===== config.mk =====
export PLATFORM = sky130hd
export DESIGN_NAME = leaf_stream_mux
export DESIGN_NICKNAME = d
export VERILOG_FILES = /design/src/rtl/leaf_stream_mux.sv
export SDC_FILE = /design/constraint.sdc
export NUM_CORES = 1
export LEC_CHECK = 0
export CORE_AREA = 2 2 295 268
export DETAILED_ROUTE_END_ITERATION = 10
export DIE_AREA = 0 0 297 270
export HOLD_SLACK_MARGIN = 0.08
export SLEW_MARGIN = 15
export SYNTH_ARGS = -nofsm -noshare
export SYNTH_HDL_FRONTEND = slang
export SYNTH_SLANG_ARGS = --single-unit

===== constraint.sdc =====
create_clock -name clk_user -period 4.9 [get_ports clk_user]
set_clock_uncertainty 0.2 [all_clocks]
set_input_delay 0.735 -clock clk_user [delete_from_list [all_inputs] [get_ports clk_user]]
set_output_delay 0.735 -clock clk_user [all_outputs]
set_load 0.02 [all_outputs]

===== src/rtl/leaf_stream_mux.sv =====
// Merges NUM_PORTS valid/ack word streams into one tagged stream via per-port FIFOs and a round-robin arbiter.
// Optional per-port transfer counters are built when LEAF_MUX_STATS_EN is defined.
module leaf_stream_mux #(
  parameter int PAYLOAD_BITS  = 32,
  parameter int NUM_PORTS     = 4,
  parameter int NUM_PORT_BITS = 2,
  parameter int FIFO_DEPTH    = 4
) (
  input  logic                                 clk_user,
  input  logic                                 reset_n,
  input  logic [NUM_PORTS*PAYLOAD_BITS-1:0]    din_user2mux,
  input  logic [NUM_PORTS-1:0]                 vld_user2mux,
  output logic [NUM_PORTS-1:0]                 ack_mux2user,
  output logic [NUM_PORT_BITS+PAYLOAD_BITS-1:0] dout_mux2interface,
  output logic                                 vld_mux2interface,
  input  logic                                 ack_interface2mux,
  output logic [NUM_PORTS-1:0]                 fifo_full
`ifdef LEAF_MUX_STATS_EN
  ,
  output logic [NUM_PORTS*16-1:0]              stat_count
`endif
);

  localparam int AW = $clog2(FIFO_DEPTH);
  localparam int OW = AW + 1;
  localparam int CW = NUM_PORT_BITS + 1;
  localparam logic [CW-1:0] NP_W = CW'(NUM_PORTS);

  typedef enum logic {S_EMPTY, S_HOLD} out_state_t;

  // Handshake: a word moves on any stream when its vld and ack are both high in
  // the same cycle; vld must then hold its word until that cycle occurs.
  logic [AW-1:0]           wr_ptr [NUM_PORTS];
  logic [AW-1:0]           rd_ptr [NUM_PORTS];
  logic [OW-1:0]           occ    [NUM_PORTS];
  logic [PAYLOAD_BITS-1:0] mem    [NUM_PORTS][FIFO_DEPTH];

  logic [NUM_PORTS-1:0]    full, nonempty, push, pop;
  out_state_t              out_state, out_state_nxt;
  logic [NUM_PORT_BITS-1:0] last_grant, grant_idx, cand_idx;
  logic [CW-1:0]           cand;
  logic                    grant_found, out_xfer, load_en, do_load;
  logic [NUM_PORT_BITS+PAYLOAD_BITS-1:0] dout_q;
  logic [PAYLOAD_BITS-1:0] head;

  always_comb begin
    for (int i = 0; i < NUM_PORTS; i++) begin
      full[i]     = (occ[i] == OW'(FIFO_DEPTH));
      nonempty[i] = (occ[i] != '0);
      push[i]     = vld_user2mux[i] & ~full[i];
    end
  end

  assign ack_mux2user       = ~full;
  assign fifo_full          = full;
  assign vld_mux2interface  = (out_state == S_HOLD);
  assign dout_mux2interface = dout_q;

  // Search starts one past the last winner so every non-empty port is served within NUM_PORTS loads.
  always_comb begin
    grant_found = 1'b0;
    grant_idx   = '0;
    cand        = '0;
    cand_idx    = '0;
    for (int off = 1; off <= NUM_PORTS; off++) begin
      cand = {1'b0, last_grant} + CW'(off);
      if (cand >= NP_W) cand = cand - NP_W;
      cand_idx = cand[NUM_PORT_BITS-1:0];
      if (!grant_found && nonempty[cand_idx]) begin
        grant_found = 1'b1;
        grant_idx   = cand_idx;
      end
    end
  end

  assign out_xfer = (out_state == S_HOLD) && ack_interface2mux;
  assign load_en  = (out_state == S_EMPTY) || out_xfer;
  assign do_load  = load_en && grant_found;
  assign head     = mem[grant_idx][rd_ptr[grant_idx]];

  always_comb begin
    pop = '0;
    if (do_load) pop[grant_idx] = 1'b1;
  end

  always_comb begin
    out_state_nxt = out_state;
    if (load_en) out_state_nxt = grant_found ? S_HOLD : S_EMPTY;
  end

  always_ff @(posedge clk_user or negedge reset_n) begin
    if (!reset_n) begin
      out_state  <= S_EMPTY;
      dout_q     <= '0;
      last_grant <= NUM_PORT_BITS'(NUM_PORTS - 1);
    end else begin
      out_state <= out_state_nxt;
      if (do_load) begin
        dout_q     <= {grant_idx, head};
        last_grant <= grant_idx;
      end
    end
  end

  always_ff @(posedge clk_user or negedge reset_n) begin
    if (!reset_n) begin
      for (int i = 0; i < NUM_PORTS; i++) begin
        wr_ptr[i] <= '0;
        rd_ptr[i] <= '0;
        occ[i]    <= '0;
      end
    end else begin
      for (int i = 0; i < NUM_PORTS; i++) begin
        if (push[i]) wr_ptr[i] <= wr_ptr[i] + 1'b1;
        if (pop[i])  rd_ptr[i] <= rd_ptr[i] + 1'b1;
        occ[i] <= occ[i] + OW'(push[i]) - OW'(pop[i]);
      end
    end
  end

  // Storage needs no reset: occupancy alone decides which entries are live.
  always_ff @(posedge clk_user) begin
    for (int i = 0; i < NUM_PORTS; i++) begin
      if (push[i]) mem[i][wr_ptr[i]] <= din_user2mux[i*PAYLOAD_BITS +: PAYLOAD_BITS];
    end
  end

`ifdef LEAF_MUX_STATS_EN
  logic [15:0] cnt [NUM_PORTS];

  always_ff @(posedge clk_user or negedge reset_n) begin
    if (!reset_n) begin
      for (int i = 0; i < NUM_PORTS; i++) cnt[i] <= '0;
    end else begin
      for (int i = 0; i < NUM_PORTS; i++) begin
        if (out_xfer && (dout_q[PAYLOAD_BITS +: NUM_PORT_BITS] == NUM_PORT_BITS'(i))
            && (cnt[i] != 16'hFFFF))
          cnt[i] <= cnt[i] + 16'd1;
      end
    end
  end

  always_comb begin
    for (int i = 0; i < NUM_PORTS; i++) stat_count[i*16 +: 16] = cnt[i];
  end
`endif

endmodule


== Yosys cells after proc, flatten, opt, wreduce, memory -nomap -nowiden ==
Memory sizes are Yosys's and may differ from the RTL's.
Index checks and enable logic that the tools add are counted.

* Add/sub/neg operators: 24
* Magnitude comparators: 20
* Equality and inequality tests: 4
* Muxes and demuxes: 46
* Bitwise operators: 16
* Reductions and logical operators: 18

{| class="wikitable"
|+ Operators by type and width
! kind !! number
|-
| 2-to-1 mux 128 bit || 4
|-
| demux 32 bit (select 2 bit) || 4
|-
| 2-to-1 mux 32 bit || 6
|-
| binary-select mux 32 bit (select 2 bit) || 1
|-
| greater-or-equal comparator 3 bit, second input constant || 10
|-
| 2-to-1 mux 2 bit || 10
|-
| inverter 2 -> 3 bit || 6
|-
| adder 2 x 1 -> 2 bit, second input constant || 8
|-
| < comparator 2 x 3 -> 1 bit, second input constant || 5
|-
| 2-to-1 mux 1 bit || 14
|-
| adder 3 x 1 -> 3 bit || 4
|-
| == test 3 bit, second input constant || 4
|-
| < comparator 3 x 1 -> 1 bit, second input constant || 4
|-
| nonzero test 3 bit || 4
|-
| subtractor 3 x 1 -> 3 bit || 4
|-
| logical AND 1 bit || 10
|-
| binary-select mux 1 bit (select 2 bit) || 4
|-
| subtractor 2 x 1 -> 2 bit, second input constant || 4
|-
| adder 2 x 2 -> 3 bit, second input constant || 2
|-
| inverter 1 bit || 5
|-
| bitwise AND 1 bit || 4
|-
| binary-select mux 2 bit (select 2 bit) || 1
|-
| 2-to-1 mux 4 bit || 1
|-
| inverter 4 bit || 1
|-
| other kinds (6) || 8
|}

* Register bits after elaboration: 65
* Bits in writable memories: 512
* Bits of input ports: 135
* Output and inout port bits: 43
* Memories kept: 1

{| class="wikitable"
|+ Memory list
! memory !! words !! width !! read ports !! clocked after Yosys merged registers in !! wr ports !! line !! RTL
|-
| mem || 4 || 128 || 1 || 0 || 4 || 36 || <nowiki>logic [PAYLOAD_BITS-1:0] mem [NUM_PORTS][FIFO_DEPTH];</nowiki>
|}

== Logic depth before layout (Yosys ltp) ==
Gate-level depths: netlist of run 1.

* Word-level depth: 23
* Depth in mapped cells: 15

== Worst setup path before layout of run 1 ==
No wires, ideal clock.

* Path type: register to register
* Start: reg occ[4] (netlist bit)
* End: reg occ[8] (netlist bit)
* Library setup time: 0.127 ns
* Data arrival time: 3.091 ns
* Slack: 1.482 ns
* Cell stages (with the launch flop): 16
* Path buffers: 3
* Path through: dfrtp_1 -> or3_1 -> o22ai_1 -> nand2b_1 -> and3_1 -> buf_2 -> buf_2 -> buf_2 -> nor3_1 -> ha_1 -> inv_1 -> ha_1 -> inv_1 -> fa_1 -> xnor2_1 -> xnor2_1

* Longest elaborated chain between the ends: 19
* Elaborated cells between the ends (all ways): 31
* Those cells by class: 1 x add/sub; 2 x order compare; 19 x mux; 9 x reduce/logical

{| class="wikitable"
|+ RTL lines
! element !! line !! RTL
|-
| start: declaration || 35 || <nowiki>logic [OW-1:0] occ [NUM_PORTS];</nowiki>
|-
| start signal: indexed assignment || 116 || <nowiki>occ[i] <= occ[i] + OW'(push[i]) - OW'(pop[i]);</nowiki>
|-
| nonzero test 3 bit * || 49 || <nowiki>nonempty[i] = (occ[i] != '0);</nowiki>
|-
| binary-select mux 1 bit (select 2 bit) || 69 || <nowiki>if (!grant_found && nonempty[cand_idx]) begin</nowiki>
|-
| 2-to-1 mux 1 bit (implied by the code) || 69 ||
|-
| 2-to-1 mux 1 bit || 69 ||
|-
| logical NOT 1 bit || 69 ||
|-
| logical AND 1 bit || 69 ||
|-
| 2-to-1 mux 1 bit || 69 ||
|-
| logical NOT 1 bit || 69 ||
|-
| [... 4 more ...] || n/a ||
|-
| 2-to-1 mux 2 bit || 69 ||
|-
| < comparator 2 x 3 -> 1 bit (implied by the code) or greater-or-equal comparator 2 x 1 -> 1 bit (tied branches) || 83 || <nowiki>if (do_load) pop[grant_idx] = 1'b1;</nowiki>
|-
| logical AND 1 bit (implied by the code) || 83 ||
|-
| 2-to-1 mux 1 bit (implied by the code) || 83 ||
|-
| demux 1 bit (select 2 bit) || 83 ||
|-
| 2-to-1 mux 4 bit * || 83 ||
|-
| named net pop[1] || 38 || <nowiki>logic [NUM_PORTS-1:0] full, nonempty, push, pop;</nowiki>
|-
| subtractor 3 x 1 -> 3 bit * || 116 ||
|}

Mark *: on every way through the listed nets, which the timed path passes. The rest lies on a longest branch. The select of a mux whose other input is x is not followed.
A chain may end at the register's enable or synchronous reset.

== Worst setup path after layout of run 1 ==
* Start: reg occ[10] (netlist bit)
* End: reg dout_q[1] (netlist: dout_mux2interface[1])

* Longest elaborated chain between the ends: 21
* Elaborated cells between the ends (all ways): 33
* Those cells by class: 22 x mux; 2 x bitwise; 8 x reduce/logical; 1 x memory

{| class="wikitable"
|+ RTL lines
! element !! line !! RTL
|-
| nonzero test 3 bit * || 49 ||
|-
| binary-select mux 1 bit (select 2 bit) || 69 ||
|-
| 2-to-1 mux 1 bit (implied by the code) || 69 ||
|-
| 2-to-1 mux 1 bit || 69 ||
|-
| logical NOT 1 bit || 69 ||
|-
| logical AND 1 bit || 69 ||
|-
| 2-to-1 mux 1 bit || 69 ||
|-
| logical NOT 1 bit || 69 ||
|-
| [... 3 more ...] || n/a ||
|-
| logical AND 1 bit || 69 ||
|-
| 2-to-1 mux 2 bit || 69 ||
|-
| inverter 2 -> 3 bit (implied by the code) || 79 || <nowiki>assign head = mem[grant_idx][rd_ptr[grant_idx]];</nowiki>
|-
| binary-select mux 2 bit (select 2 bit) || 79 ||
|-
| 2-to-1 mux 2 bit (implied by the code) (2 in series) || 79 ||
|-
| inverter 2 -> 3 bit (implied by the code) || 79 ||
|-
| binary-select mux 32 bit (select 2 bit) || 79 ||
|-
| 2-to-1 mux 32 bit (implied by the code) (2 in series) || 79 ||
|-
| end signal: assignment || 99 || <nowiki>dout_q <= {grant_idx, head};</nowiki>
|-
| end: declaration || 43 || <nowiki>logic [NUM_PORT_BITS+PAYLOAD_BITS-1:0] dout_q;</nowiki>
|}

Mark *: on every way between the ends. The rest lies on a longest branch, timed or not. The select of a mux whose other input is x is not followed.

==> flow_results.org, run 1 <==
** Cells and area
- Cells with a size suffix above 1 make up a little under an eighth of the layout.
- Compared with the post-synthesis result, the final layout area differs by 21.8%.
- Number of cells in the finished layout apart from fillers :: 2874
- Layout Nets :: 1941
- The layout has 7409 filler cells.

** Timing
- Setup TNS :: 0 ps
- Count of final hold-check violations :: 0
- Final count of pins violating max slew :: 0
- Setup repair after global routing left no endpoint under its margin.
- Setup violations remaining at the end of the flow were counted as 0.
- Static timing analysis puts the maximum clock frequency at 259 MHz.
- Worst-case headroom to the max-slew limit :: a little over a fifth
- Transition at the pin with the smallest max-transition slack :: 1180 ps
- Final WS setup :: 1040 ps
- Crit path time final :: 3860 ps
- Final period util :: 78.7%

** Critical path
- The worst register-to-register path begins at occ[10].
- Largest fanout of any net on the critical path :: 47
- For this design, the slowest cell found on the critical path is sky130_fd_sc_hd__mux2_4.
- Setup slack of the most critical reg-to-reg path :: 1040 ps
- Data arrival time of the critical path :: 4150 ps
- On the worst path, the slowest cell contributes a delay of 610 ps.
- Walking the worst path, the cells encountered are or3_1, nor4_2, o211a_4, mux2i_1, mux2_4, buf_12, a221oi_1, o21ai_0, nand3_1.
- STA classifies the critical path startpoint as a flip-flop.
- Data on the critical path is required at its endpoint by 5190 ps.
- Critical path startpoint :: occ[10]
- Worst setup path class :: flip-flop to flip-flop
- STA classifies the critical path endpoint as a flip-flop.

** Die
- Area of the die :: 80200 sq um
- The floorplan step set the die height to 270 um.
- Initial standard-cell utilization of the core :: 29.8%
- Std-Cell Rows :: 97
- CORE AREA :: 77200 sq um
- Boundary pin count :: about 180
- The die is 297 um wide.

** Worst hold path
- The worst hold path begins at rd_ptr[1].
- Type of the most critical hold path :: flip-flop to flip-flop

** Routing
- The detail route stage leaves a number of antenna-violating nets equal to 0.
- In the routed layout, each cell is associated on average with a via count of 5.05.
- Total vias in the final route :: around 15000
- For this block, the routed nets add up to approximately 68000 um of wire.
- DR iter-0 viols :: between 1000 and 1500
- In the final routed layout, each cell accounts on average for roughly 24 um.
- For this run, design rule violations remaining after detail routing come to 0.
- Drt first pass iters :: 5

** Global route
- In the global route stage, overall resource usage came out at 16.6%.
- The first global-routing pass estimated 99000 um of wire.
- Initial antenna violation count :: 9
- GRT Residual Overflow :: 0
- The number of global-route vias before repair is 14600.
- Maximum number of pins on one net before global-route repair :: 203

** CTS
- The H-tree generated during clock tree synthesis spans 2 levels.
- In this run the post-CTS setup repair buffer count came out at 0.
- Clk buf depth :: 3
- TritonCTS built the clock tree.
- Clock-pin slew was measured on the worst setup and hold paths at 60 ps.
- For the worst-skew pair, the clock arrives at the later sink with an insertion delay of ~650 ps.
- Counting the buffers created by CTS gives 61.
- CTS placed an instance of sky130_fd_sc_hd__clkbuf_16 at the clock tree root.
- CTS sink cnt :: 577

** Run status
- Result of the run :: finished clean

** Synth
- Sorting the synthesized cells by area gives the leading types as sky130_fd_sc_hd__edfxtp_1 (67%), sky130_fd_sc_hd__dfrtp_1 (6.9%), sky130_fd_sc_hd__a21oi_1 (5.6%).
- Post-synthesis area per instance :: 14.2 sq um
- Synth area leader :: sky130_fd_sc_hd__edfxtp_1
- Counting every net in the synthesized netlist gives 1777.
- Cells after Synth :: around 1600
- The synthesized design contains between 500 and 600 register bits.
- Most common cell in the netlist :: sky130_fd_sc_hd__edfxtp_1
- The cell area that synthesis handed to floorplanning was 23000 sq um.
- Of the synthesized area, sequential elements account for 74.0%.
- After synthesis, the share of flip-flops with an asynchronous set or reset is 11.3%.
- Top_reg_cell synth :: sky130_fd_sc_hd__edfxtp_1
- Counting flops with a built-in enable in the synthesized netlist gives 512.
- Warnings, synthesis :: 0
- Number of unique standard cell types used by synthesis :: 36
- Ranked by instance count, the synthesized netlist is headed by sky130_fd_sc_hd__edfxtp_1 (512), sky130_fd_sc_hd__nand2_1 (306), sky130_fd_sc_hd__a21oi_1 (258), sky130_fd_sc_hd__clkbuf_1 (85), sky130_fd_sc_hd__a221oi_1 (68).
- Summed over its instances, the top area cell type makes up 66.9% of the synthesized netlist area.

** Place
- Placed insts :: between 2000 and 3000
- Worst-case setup slack after placement :: 1070 ps
- Port buffering added between 150 and 200 buffers.
- Final Wtd Congestion :: about 0.82
- Placed wire-length estimate :: 42700 um

** Power and ir drop
- In this run the static leakage power is 9.45 nW.
- Power spread over the standard cell area amounts to 766 nW/um^2.
- Worst vdd ir :: 0.952 mV

** Run
- Count of max-cap constraint violations :: 0
per-stage QoR:
step | hold WS, ps | area (sq um) | total power [mW] | utilization, %
2_1_floorplan | 239 | 23000 | 13.8 | -
3_3_place_gp | 265 | 25900 | 16.7 | 33.6
3_5_place_dp | 266 | 25900 | 16.9 | 33.6
4_1_cts | 276 | 28000 | 21.6 | 36.3
5_1_grt | 284 | 28000 | 22.7 | 36.3
6_report | 279 | 28000 | 21.5 | 36.3
routing by layer:
metal | up-vias | wire, um | global-route usage, %
li1 | 6446 | - | -
met1 | 7403 | 29200 | 22.0
met3 | 122 | 4870 | 3.65
met5 | - | 57 | 0
met4 | 10 | 1660 | 4.53
met2 | 545 | 32500 | 27.3
cells in the final DEF (no fill, tap or decap), types with 2 or more instances in the layout:
cell type and instances:
sky130_fd_sc_hd__edfxtp_1 512, sky130_fd_sc_hd__nand2_1 306, sky130_fd_sc_hd__a21oi_1 258, sky130_fd_sc_hd__clkdlybuf4s50_1 176
sky130_fd_sc_hd__a221oi_1 68, sky130_fd_sc_hd__dfrtp_1 63, sky130_fd_sc_hd__o21ai_1 61, sky130_fd_sc_hd__clkbuf_16 61
sky130_fd_sc_hd__a221oi_2 60, sky130_fd_sc_hd__nand3_1 32, sky130_fd_sc_hd__buf_4 32, sky130_fd_sc_hd__inv_1 29
sky130_fd_sc_hd__ha_1 24, sky130_fd_sc_hd__and3_2 16, sky130_fd_sc_hd__xnor2_1 15, sky130_fd_sc_hd__clkinv_2 11
sky130_fd_sc_hd__clkinv_1 11, sky130_fd_sc_hd__o21ai_0 9, sky130_fd_sc_hd__clkbuf_1 9, sky130_fd_sc_hd__nor3_1 6
sky130_fd_sc_hd__nor2_1 6, sky130_fd_sc_hd__bufinv_16 6, sky130_fd_sc_hd__clkbuf_8 6, sky130_fd_sc_hd__diode_2 5
sky130_fd_sc_hd__xor2_1 5, sky130_fd_sc_hd__mux2i_1 5, sky130_fd_sc_hd__clkinvlp_4 5, sky130_fd_sc_hd__fa_1 4
sky130_fd_sc_hd__or3_1 3, sky130_fd_sc_hd__and2_1 3, sky130_fd_sc_hd__inv_6 3, sky130_fd_sc_hd__o22ai_1 2
sky130_fd_sc_hd__nand2b_1 2, sky130_fd_sc_hd__clkinv_16 2, sky130_fd_sc_hd__dfstp_2 2, sky130_fd_sc_hd__buf_12 2
path summary, 6_finish.rpt:
kind	cells past startpoint	to
max in group asynchronous	3	rd_ptr[4]
hold reg to reg	1	rd_ptr[1]
hold / removal	1	rd_ptr[1]
setup / recovery	9	dout_mux2interface[1]
setup reg to reg	9	dout_mux2interface[1]
min in group asynchronous	2	dout_mux2interface[28]
power by group:
part	switching (mW)	internal, mW
clock network	1.93	2.70
registers	0.455	6.62
logic	6.62	3.12
total	9.01	12.4
state kept, by name, indices dropped and copies added (netlist names):
name,cells
last_grant,2
wr_ptr,8
rd_ptr,8
mem,512
vld_mux2interface,1
dout_mux2interface,34
occ,12
repair_timing:
action	4_1_cts	5_1_grt
resized for setup	0	0
hold buffers	1	0
endpoints found under the hold margin	27	0
cell type report:
type	count	area, sq um	share of cell area [%]
Timing Repair Buffer	211	2050	7.33
Inverter	29	109	0.389
Antenna cell	5	12.5	0.0447
Sequential cell	577	17000	60.7
Tap cell	1039	1300	4.64
Clock buffer	76	1640	5.87
Multi-Input combinational cell	898	5460	19.5
Clock inverter	39	417	1.49
cell families after synthesis:
family	after synthesis	synth area share, %
multiplexers	8	0.376
AO/OA/AOI/OAI	460	13.8
XOR/XNOR	20	0.762
adder cells (fa/ha/maj)	28	1.66
flip-flops	577	74.0
AND/OR/NAND/NOR	382	6.83
buffers and inverters	139	2.58
worst max-delay path, delay by kind of cell (launching register included):
kind                   cells  cell delay (ps)
AO/OA/AOI/OAI              3              840
AND/OR/NAND/NOR            3              830
buffers and inverters      1              370
multiplexers               2             1000
flip-flops                 1              430
Note: power is estimated with default switching activity, not from simulation.
==> run 2, diff against run 1 <==
==> constraint.sdc (replaced) <==
create_clock -name clk_user -period 3.9 [get_ports clk_user]
set_clock_uncertainty 0.2 [all_clocks]
set_input_delay 0.585 -clock clk_user [delete_from_list [all_inputs] [get_ports clk_user]]
set_output_delay 0.585 -clock clk_user [all_outputs]
set_load 0.02 [all_outputs]
==> run 2 against run 1 <==
Against the previous run: core utilization is 0.20 points higher; cell area increased by 0.54%; worst hold slack barely moved; routed wire length increased by 0.84%; flip-flop and latch count did not move; clock power increased by 23%; largest cell class unchanged; worst setup slack lost 560 ps; critical path depth decreased by 1.
==> flow_results.org, run 2 (same netlist as run 1, synthesis figures left out) <==
** Critical path
- The combined buffer and inverter count along the critical path came to 1 (unchanged).
- Critical Path Most Common Cell :: sky130_fd_sc_hd__ha_1
- Cells along the critical path :: or3_1, nor4_2, o211ai_1, nor3_1, ha_1, inv_1, ha_1, fa_1
- STA classifies the critical path endpoint as a flip-flop.
- End of the worst register-to-register path :: occ[4]
- Among all stages on the critical path, the largest delay is contributed by sky130_fd_sc_hd__nor3_1.
- Worst Setup Start Kind :: flip-flop
- In this run the critical register-to-register path is launched from occ[10].
- Data required, critical path :: 4180 ps (-1010 ps)
- Largest fanout of any net on the critical path :: 5 (-89%)
- Critical path startpoint :: occ[10]
- Crit path largest cell delay :: 630 ps (+20 ps)
- The flop-to-flop setup slack was 490 ps (-560 ps).
- Grouping stages by cell kind, the critical path spends the most delay in simple AND/OR/NAND/NOR gates.
- The number of cell instances on the worst register-to-register path is 8 (-1).
- The worst setup path is of the flip-flop to flip-flop kind.
- The arrival time at the worst endpoint came to 3690 ps (-460 ps).

** Routing
- The number of detailed-route iterations in the first pass is 8 (+3).
- DR iter-0 viols :: 1516 (+2.6%)
- WL final :: 68900 um (+0.84%)
- Final ANT Viol Nets :: 0 (unchanged)
- DR WL/cell :: 24.0 um (+0.87%)
- The number of vias after detailed routing was 14600 (+0.28%).
- Final routed DRC violation total :: 0 (unchanged)
- The number of vias per cell after detailed routing was 5.07 (+0.32%).

** Power and ir drop
- Worst vdd ir :: 1.36 mV (+43%)
- The power consumption came to 27.1 mW (+26%).
- Static leakage :: 9.49 nW (+0.45%)
- The total power density per cell area is 962 nW/um^2 (+26%).

** CTS
- The H-tree depth reported by CTS is 2 (unchanged).
- The post-CTS setup buffer count was 0 (unchanged).
- TritonCTS built the clock tree.
- Clk buf depth :: 3 (unchanged)
- In this run the clock root is driven by a sky130_fd_sc_hd__clkbuf_16.
- Clock latency of the later-clocked register in the worst-skew pair :: 620 ps (-30 ps)
- # resized after CTS :: 0 (unchanged)
- TritonCTS buffer count :: 58 (-4.9%)
- The clock input transition at the sequential cells of the worst setup and hold paths was 70 ps (about the same).
- CTS sink cnt :: 577 (unchanged)
- Post-CTS Hold Fix Bufs :: 1 (unchanged)

** Cells and area
- Layout Nets :: 1941 (unchanged)
- Fill count :: 7340 (-0.93%)
- Most common library cell in the layout ignoring fill and taps :: sky130_fd_sc_hd__edfxtp_1
- Layout Area Growth over Synthesis :: 22.5%
- Fraction of the core area covered by cells at the end of the flow :: 36.5% (+0.20 points)
- Share of post-route cells with drive strength above 1 :: 11.9% (-0.042 points)
- The library cells used most frequently in the layout, excluding fill and tap cells, are sky130_fd_sc_hd__edfxtp_1 (512), sky130_fd_sc_hd__nand2_1 (306), sky130_fd_sc_hd__a21oi_1 (258), sky130_fd_sc_hd__clkdlybuf4s50_1 (176), sky130_fd_sc_hd__a221oi_1 (68).
- Layout Cell Area excl Fill :: 28100 sq um (+0.54%)
- Largest register FFs :: 512 (unchanged)
- The footprint of the flip-flops and latches is 17000 sq um (unchanged).
- Footprint of the multi-input gates :: 5460 sq um (unchanged)

** Timing
- The final setup TNS is 0 ps (unchanged).
- Setup repair after global routing left no endpoint under its margin.
- Final period util :: 87.5% (+8.8 points)
- Worst-case headroom to the max-slew limit :: 30.0% (+8.5 points)
- The maximum achievable frequency came to 293 MHz (+13%).
- Crit path time final :: 3410 ps (-444 ps)
- The post-route worst hold slack is 279 ps (+0.289 ps).
- Final count of pins violating max slew :: 0 (unchanged)
- The slew at the pin closest to its max-slew limit was 1050 ps (-127 ps).
- The count of final hold-check violations came to 0 (unchanged).
- Final setup violating endpoints :: 0 (unchanged)

** Die
- Chip width :: 297 um (unchanged)
- Chip height :: 270 um (unchanged)
- Boundary pin count :: 178 (unchanged)
- The number of rows in the core area was 97 (unchanged).
- CORE AREA :: 77200 sq um (unchanged)
- The area of the die was 80200 sq um (unchanged).
- Initial standard-cell utilization of the core :: 29.8% (unchanged)

** Global route
- The global router's overall resource usage is 16.8% (+0.20 points).
- Initial antenna violation count :: 15 (+6)
- The total overflow reported by the global router came to 0 (unchanged).
- Number of global-route vias before repair :: 14800 (+1.4%)
- Maximum number of pins on one net before global-route repair :: 155 (-24%)
- The first-pass GRT wire length is 99200 um (+0.16%).

** Run
- Count of max-cap constraint violations :: 0 (unchanged)

** Worst hold path
- The startpoint identified for the worst hold timing path is rd_ptr[3].
- The tightest min-delay check is of the flip-flop to flip-flop type.
- The number of cells on the worst hold path is 1 (unchanged).
- End of the worst hold path :: rd_ptr[3]

** Run status
- The flow ran to the end, and the final reports show no timing, DRC or antenna violations.

** Place
- The placement-stage cell area is 26200 sq um (+0.96%).
- The placer congestion estimate came to 0.796 (-3.2%).
- Port bufs :: 177 (unchanged)
- Placed wire-length estimate :: 41400 um (-3.0%)
[run 2: changes by cell type in the layout (fill, tap and decap cells not counted), moves of 2 or more]
cell                         delta
sky130_fd_sc_hd__buf_12        +18
sky130_fd_sc_hd__buf_4         -15
sky130_fd_sc_hd__clkinv_1       -3
sky130_fd_sc_hd__clkbuf_1       +2
sky130_fd_sc_hd__clkbuf_16      -2
sky130_fd_sc_hd__clkinv_16      -2
sky130_fd_sc_hd__clkinv_2       +2
sky130_fd_sc_hd__clkinv_4       +2
sky130_fd_sc_hd__clkinvlp_4     -2
sky130_fd_sc_hd__inv_6          -2
[run 2: final cells by class]
cell class / instances / share of cell area [%]
tap: 1039 / 4.62
multi-input combinational: 898 / 19.4
clock buffer: 75 / 5.64
inverter: 29 / 0.387
clock inverter: 35 / 1.33
sequential: 577 / 60.4
timing repair buffer: 214 / 8.17
antenna: 6 / 0.0533
[run 2: layer usage]
| layer | global-route usage (%) | up-vias | share of wire [%] |
|---|---|---|---|
| met2 | 27.4 | 589 | 48 |
| met3 | 3.97 | 162 | 7.5 |
| met5 | 0 | - | 0.16 |
| met4 | 5.85 | 18 | 3.0 |
| li1 | - | 6443 | - |
| met1 | 21.8 | 7355 | 42 |
[run 2: per-stage QoR]
stage               instances  setup WS (ps)
global placement         2756            618
finish                   2873            486
floorplan                1614            482
global route             2870            234
detailed placement       2756            546
CTS                      2867            511
[run 2: worst max path at each step]
stage	end	slack, ps	depth (start not counted)
after floorplan	occ[8]	480	15
after global placement	dout_mux2interface[2]	620	8
after detailed placement	occ[4]	550	8
after CTS	occ[4]	510	8
after global routing	dout_mux2interface[2]	230	8
final	occ[4]	490	8
[run 2: power breakdown]
part           switching, mW  total, mW  internal, mW
registers              0.568       8.87          8.30
clock network           2.39       5.73          3.34
logic                   8.32       12.5          4.16
total                   11.3       27.1          15.8
